### config.mk
export PLATFORM = sky130hd
export DESIGN_NAME = msg_transmitter
export DESIGN_NICKNAME = d
export VERILOG_FILES = /design/src/rtl/msg_transmitter.sv
export SDC_FILE = /design/constraint.sdc
export NUM_CORES = 1
export LEC_CHECK = 0
export CAP_MARGIN = 20
export CORE_ASPECT_RATIO = 1.1
export CORE_MARGIN = 4
export CORE_UTILIZATION = 46
export CTS_CLUSTER_SIZE = 30
export DETAILED_ROUTE_END_ITERATION = 16
export PLACE_DENSITY = 0.83
export SETUP_SLACK_MARGIN = 0.1
export SLEW_MARGIN = 20
export SYNTH_ARGS = -nofsm -noshare
export SYNTH_HDL_FRONTEND = slang
export SYNTH_SLANG_ARGS = --single-unit
### constraint.sdc
create_clock -name clk -period 4.2 [get_ports clk]
set_input_delay 0.84 -clock clk [delete_from_list [all_inputs] [get_ports clk]]
set_output_delay 0.84 -clock clk [all_outputs]
set_load 0.01 [all_outputs]
### src/rtl/msg_transmitter.sv
// Packs one buffered message into 64-bit AXI-Stream beats, least-significant byte first,
// with a partial final beat, tlast on the final beat and an optional error flag in tuser.
module msg_transmitter #(
  parameter int MAX_MSG_BYTES = 32,
  parameter int TKEEP_WIDTH   = 8,
  parameter int LEN_W         = $clog2(MAX_MSG_BYTES + 1)
) (
  input  logic                       clk,
  input  logic                       rst,
  input  logic [8*MAX_MSG_BYTES-1:0] msg_data,
  input  logic [LEN_W-1:0]           msg_len,
  input  logic                       msg_valid,
  input  logic                       msg_error,
  output logic                       msg_ready,
  output logic                       m_tvalid,
  input  logic                       m_tready,
  output logic [63:0]                m_tdata,
  output logic [TKEEP_WIDTH-1:0]     m_tkeep,
  output logic                       m_tlast,
  output logic                       m_tuser,
  output logic                       msg_sent,
  output logic [15:0]                msg_count
);

  localparam int NUM_BEATS = (MAX_MSG_BYTES + 7) / 8;
  localparam int BUF_BITS  = NUM_BEATS * 64;
  localparam logic [LEN_W-1:0] MAX_LEN = LEN_W'(MAX_MSG_BYTES);

  typedef enum logic {IDLE, SEND} state_t;

  state_t state, state_n;

  logic [8*MAX_MSG_BYTES-1:0] data_q;
  logic [8*MAX_MSG_BYTES-1:0] src_data;
  logic [BUF_BITS-1:0]        src_pad;
  logic [LEN_W-1:0]           len_q, len_clamp, src_len;
  logic [LEN_W-1:0]           beat_q, beat_n;
  logic                       err_q, src_err;
  logic                       load, advance, finish;
  logic [63:0]                beat_data;
  logic [TKEEP_WIDTH-1:0]     beat_keep;
  logic                       beat_last;
  int                         rem;

  assign len_clamp = (msg_len > MAX_LEN) ? MAX_LEN : msg_len;
  assign msg_ready = (state == IDLE) & rst;

  always_ff @(posedge clk) begin
    if (!rst) state <= IDLE;
    else      state <= state_n;
  end

  // In IDLE the next beat comes straight from the inputs, since the buffer is loaded on the same edge.
  always_comb begin
    state_n  = state;
    load     = 1'b0;
    advance  = 1'b0;
    finish   = 1'b0;
    beat_n   = beat_q;
    src_data = data_q;
    src_len  = len_q;
    src_err  = err_q;
    case (state)
      IDLE: begin
        if (msg_valid && (len_clamp != '0)) begin
          load     = 1'b1;
          state_n  = SEND;
          beat_n   = '0;
          src_data = msg_data;
          src_len  = len_clamp;
          src_err  = msg_error;
        end
      end
      SEND: begin
        if (m_tvalid && m_tready) begin
          if (m_tlast) begin
            finish  = 1'b1;
            state_n = IDLE;
          end else begin
            advance = 1'b1;
            beat_n  = beat_q + LEN_W'(1);
          end
        end
      end
      default: state_n = IDLE;
    endcase
  end

  // rem is the count of message bytes from the start of beat_n onward; it sets both keep and last.
  always_comb begin
    src_pad                      = '0;
    src_pad[8*MAX_MSG_BYTES-1:0] = src_data;
    rem       = int'(src_len) - 8 * int'(beat_n);
    beat_data = 64'(src_pad >> (64 * int'(beat_n)));
    beat_keep = '0;
    beat_last = (rem <= 8);
    for (int b = 0; b < TKEEP_WIDTH; b++) begin
      if (b < rem) beat_keep[b] = 1'b1;
      else         beat_data[8*b +: 8] = 8'h00;
    end
  end

  always_ff @(posedge clk) begin
    if (!rst) begin
      m_tvalid  <= 1'b0;
      m_tdata   <= '0;
      m_tkeep   <= '0;
      m_tlast   <= 1'b0;
      m_tuser   <= 1'b0;
      msg_sent  <= 1'b0;
      msg_count <= '0;
      data_q    <= '0;
      len_q     <= '0;
      err_q     <= 1'b0;
      beat_q    <= '0;
    end else begin
      msg_sent <= finish;
      if (load) begin
        data_q <= msg_data;
        len_q  <= len_clamp;
        err_q  <= msg_error;
      end
      if (load || advance) begin
        m_tvalid <= 1'b1;
        m_tdata  <= beat_data;
        m_tkeep  <= beat_keep;
        m_tlast  <= beat_last;
        m_tuser  <= beat_last & src_err;
        beat_q   <= beat_n;
      end else if (finish) begin
        m_tvalid  <= 1'b0;
        m_tdata   <= '0;
        m_tkeep   <= '0;
        m_tlast   <= 1'b0;
        m_tuser   <= 1'b0;
        msg_count <= msg_count + 16'd1;
      end
    end
  end

endmodule

==> results by group <==
Finish
  • Reg area: 0.00725 mm²
  • Total Nets Final: 2,575
  • Layout fillers: 2,864
  • Multi-input gate area: 0.00805 mm²
  • Ratio of cells with drive above 1 in the final layout: 5.32%
  • Syn-to-layout area delta: 31.8%

STA
  • Final Cycle Share: 90.0%
  • Final worst path period need: 3.78 ns
  • Fmax: 265 MHz
  • Setup violators final: 0
  • Final Skew: 0.0133 ns
  • Slew margin rel.: 33.6%
  • RSZ-0062 raised after global routing: false
  • Tightest Pin Transition: 0.996 ns
  • Hold WS: 0.445 ns
  • Max-slew violation count: 0
  • Setup Total Neg Slack: 0 ns
  • Final hold viol count: 0

Floorplanning
  • Full die area: 0.0378 mm²
  • IO Pins: 360
  • Die Span X: 186 µm
  • Die Y-Extent: 204 µm
  • Core area: 0.0343 mm²
  • Starting Density: 46.6%
  • Row count: 71

Detailed routing
  • First-pass iteration count of the detailed router: 6
  • Detailed Route WL: 49,500 µm
  • DRT iter0 DRCs: 1,211
  • DR vias: 15,500
  • Post-route ant nets: 0
  • WL/cell: 17.9 µm
  • # DRC: 0
  • Via density: 5.59

Synthesis
  • Post-Syn Instances: 2,021
  • Asr flop ratio synth: 0%
  • Mapped Avg Cell Area: 7.91 µm²
  • Syn nets: 2,294
  • Synth Warn #: 0
  • EDFF count, synth: 0
  • Primary FF master, synth: dfxtp_1
  • #FFs+latches synth: 362
  • Synth unique cells: 67
  • Synth area leaders: dfxtp_1, nand2_1, a21boi_0
  • Area of the mapped netlist: 0.0160 mm²
  • Synth cell count leaders: nand2_1, dfxtp_1, a21boi_0
  • Post-synthesis sequential area ratio: 45.3%
  • Area leader, netlist: dfxtp_1
  • Cell with the most instances after synthesis: nand2_1
  • Synth top area share: 45.3%

Hold path
  • HP Start: m_tdata[46]$_SDFFE_PN0P_
  • Hold WC Path Type: reg2reg
  • Hold path depth: 2
  • End of the worst hold path: m_tdata[46]$_SDFFE_PN0P_

Clock tree
  • Number of hold buffers added after CTS: 0
  • Clock latency on the worst-skew pair: 0.51 ns
  • Clk buf depth: 3
  • # H-tree levels: 2
  • Clk sink count: 362
  • Number of gates resized after cts: 0
  • Setup Fix Bufs, Post-CTS: 0
  • Clk root buf: clkbuf_16
  • CTS tree: done
  • Clk slew on worst S/H paths: 0.06 ns
  • TritonCTS Buffers: 38

Setup path
  • Crit path buf inv count: 3
  • Largest stage delay on the critical path: 0.48 ns
  • Crit-path cells: clkdlybuf4s50_1 > nor4_4 > a21o_4 > a21boi_0 > ha_1 > inv_1 > fa_1 > a21oi_1 > nand2b_1 > a211oi_4 > nand4_4 > buf_4 > nor2_4 > a32o_1
  • R2R Setup Slk: 0.77 ns
  • Worst path required time: 4.64 ns
  • Worst flop-to-flop path endpoint: m_tdata[41]$_SDFFE_PN0P_
  • Data arrival, critical path: 4.22 ns
  • CP max stage cell: clkdlybuf4s50_1
  • Top Family by Delay on Critical Path: simple AND/OR/NAND/NOR gates
  • Setup Crit Path Kind: in2reg
  • Worst-case reg-to-reg path depth: 12
  • Crit Reg-Reg Startpoint: state$_SDFF_PN0_
  • CP Capture Type: flop
  • Crit path max fanout: 8
  • CP Launch Type: input port

Power and ir drop
  • Logic gate share of total power: 13.5%
  • Worst vdd ir: 0.254 mV
  • Power Dens Cells: 392 mW/mm²
  • Leak: 0.00748 µW
  • Int Power: 6230 µW
  • Sequential power share: 45.3%
  • Switching share of power: 24.6%
  • Psw: 2030 µW
  • Clock power share: 41.2%

Flow run
  • Max-cap violations: 0

GRT
  • GRT Util Overall: 24.7%
  • First-pass GRT wire length: 76,700 µm
  • Initial antenna violation count: 6
  • Grt ovf: 0
  • Vias in the first global route: 15,200
  • Largest net degree at the start of global routing: 188

Place
  • Post-DP HPWL: 33,300 µm
  • GPL Wtd Cong: 0.866
  • PortBufs: 359

Run status
  • Status: finished, final reports clean
## worst reg2reg max path: cells and delay by family, from the launching register on
family | cells | cell delay, ns
compound gates | 5 | 1.19
simple gates | 3 | 0.78
fa+ha+maj | 2 | 0.65
flops | 1 | 0.45
buf+inv | 2 | 0.24
## per-stage QoR
stage | util (%) | power [µW] | instance area, µm² | cells | setup slack (ns)
finish | 61.5 | 8260 | 21100 | 2773 | 0.419
global route | 61.5 | 8560 | 21100 | 2773 | 0.256
CTS | 61.4 | 8300 | 21000 | 2767 | 0.449
detailed placement | 57.6 | 4910 | 19800 | 2699 | -0.0425
global placement | 57.6 | 4870 | 19800 | 2699 | 0.108
floorplan | - | 4360 | 16000 | 2021 | 0.227
## layout by cell type (no fill, tap or decap), types with 10 or more instances in the layout
cell	instances
nand2_1	765
clkdlybuf4s50_1	358
o21ai_1	17
a21boi_0	263
nor2b_1	11
o21ai_0	10
nor2_1	59
inv_1	10
clkbuf_1	11
clkbuf_16	41
nor3_1	27
a32o_1	52
and2_1	16
dfxtp_1	362
a31oi_1	51
nand3_1	75
and3_1	14
clkbuf_8	12
buf_4	31
## how the worst max path moves through the flow
| stage | slack (ns) | depth (start not counted) | end | start |
|---|---|---|---|---|
| floorplan | 0.23 | 13 | m_tdata[16]$_SDFFE_PN0P_ | msg_len[2] |
| global placement | 0.11 | 7 | m_tkeep[4]$_SDFFE_PN0P_ | msg_len[2] |
| detailed placement | -0.04 | 7 | m_tdata[41]$_SDFFE_PN0P_ | msg_len[2] |
| CTS | 0.45 | 7 | m_tdata[41]$_SDFFE_PN0P_ | msg_len[2] |
| global route | 0.26 | 14 | m_tdata[32]$_SDFFE_PN0P_ | msg_len[2] |
| finish | 0.42 | 14 | m_tdata[32]$_SDFFE_PN0P_ | msg_len[2] |
## registers in the layout, indices dropped and copies added (netlist names)
signal     flops
beat_q         6
msg_sent       1
state          1
data_q       256
msg_count     16
m_tlast        1
len_q          6
m_tkeep        8
m_tuser        1
m_tdata       64
m_tvalid       1
err_q          1
## final cells by class
type / instances / area share (%)
Clock inverter: 4 / 0.231
Timing Repair Buffer: 395 / 18.5
Multi-Input combinational cell: 1494 / 38.2
Sequential cell: 362 / 34.4
Antenna cell: 5 / 0.0593
Tap cell: 438 / 2.60
Inverter: 11 / 0.196
Clock buffer: 64 / 5.85
## per-layer routing
layer	vias to the layer above	part of all wire [%]	GRT usage [%]
li1	7407	-	-
met1	7288	40	30.3
met2	653	48	41.6
met3	147	7.7	5.05
met4	2	4.2	11.1
met5	-	0.024	0
## power by group through the flow
stage / Sequential (µW) / Clock (µW) / Combinational (µW)
floorplan: 3800 / 0 / 562
CTS: 3740 / 3450 / 1110
detailed placement: 3810 / 0 / 1100
finish: 3740 / 3400 / 1120
global placement: 3800 / 0 / 1070
global route: 3760 / 3580 / 1220
## cell families after synthesis
| family | count (synthesis) | share of synthesized area [%] |
|---|---|---|
| adders and majority gates | 6 | 0.516 |
| buffers and inverters | 165 | 4.71 |
| muxes | 3 | 0.196 |
| and+or+nand+nor | 1006 | 26.2 |
| xor gates and xnor gates | 14 | 0.861 |
| AOI/OAI and AO/OA | 465 | 22.2 |
| DFF | 362 | 45.3 |
Note: power is estimated with default switching activity, not from simulation.
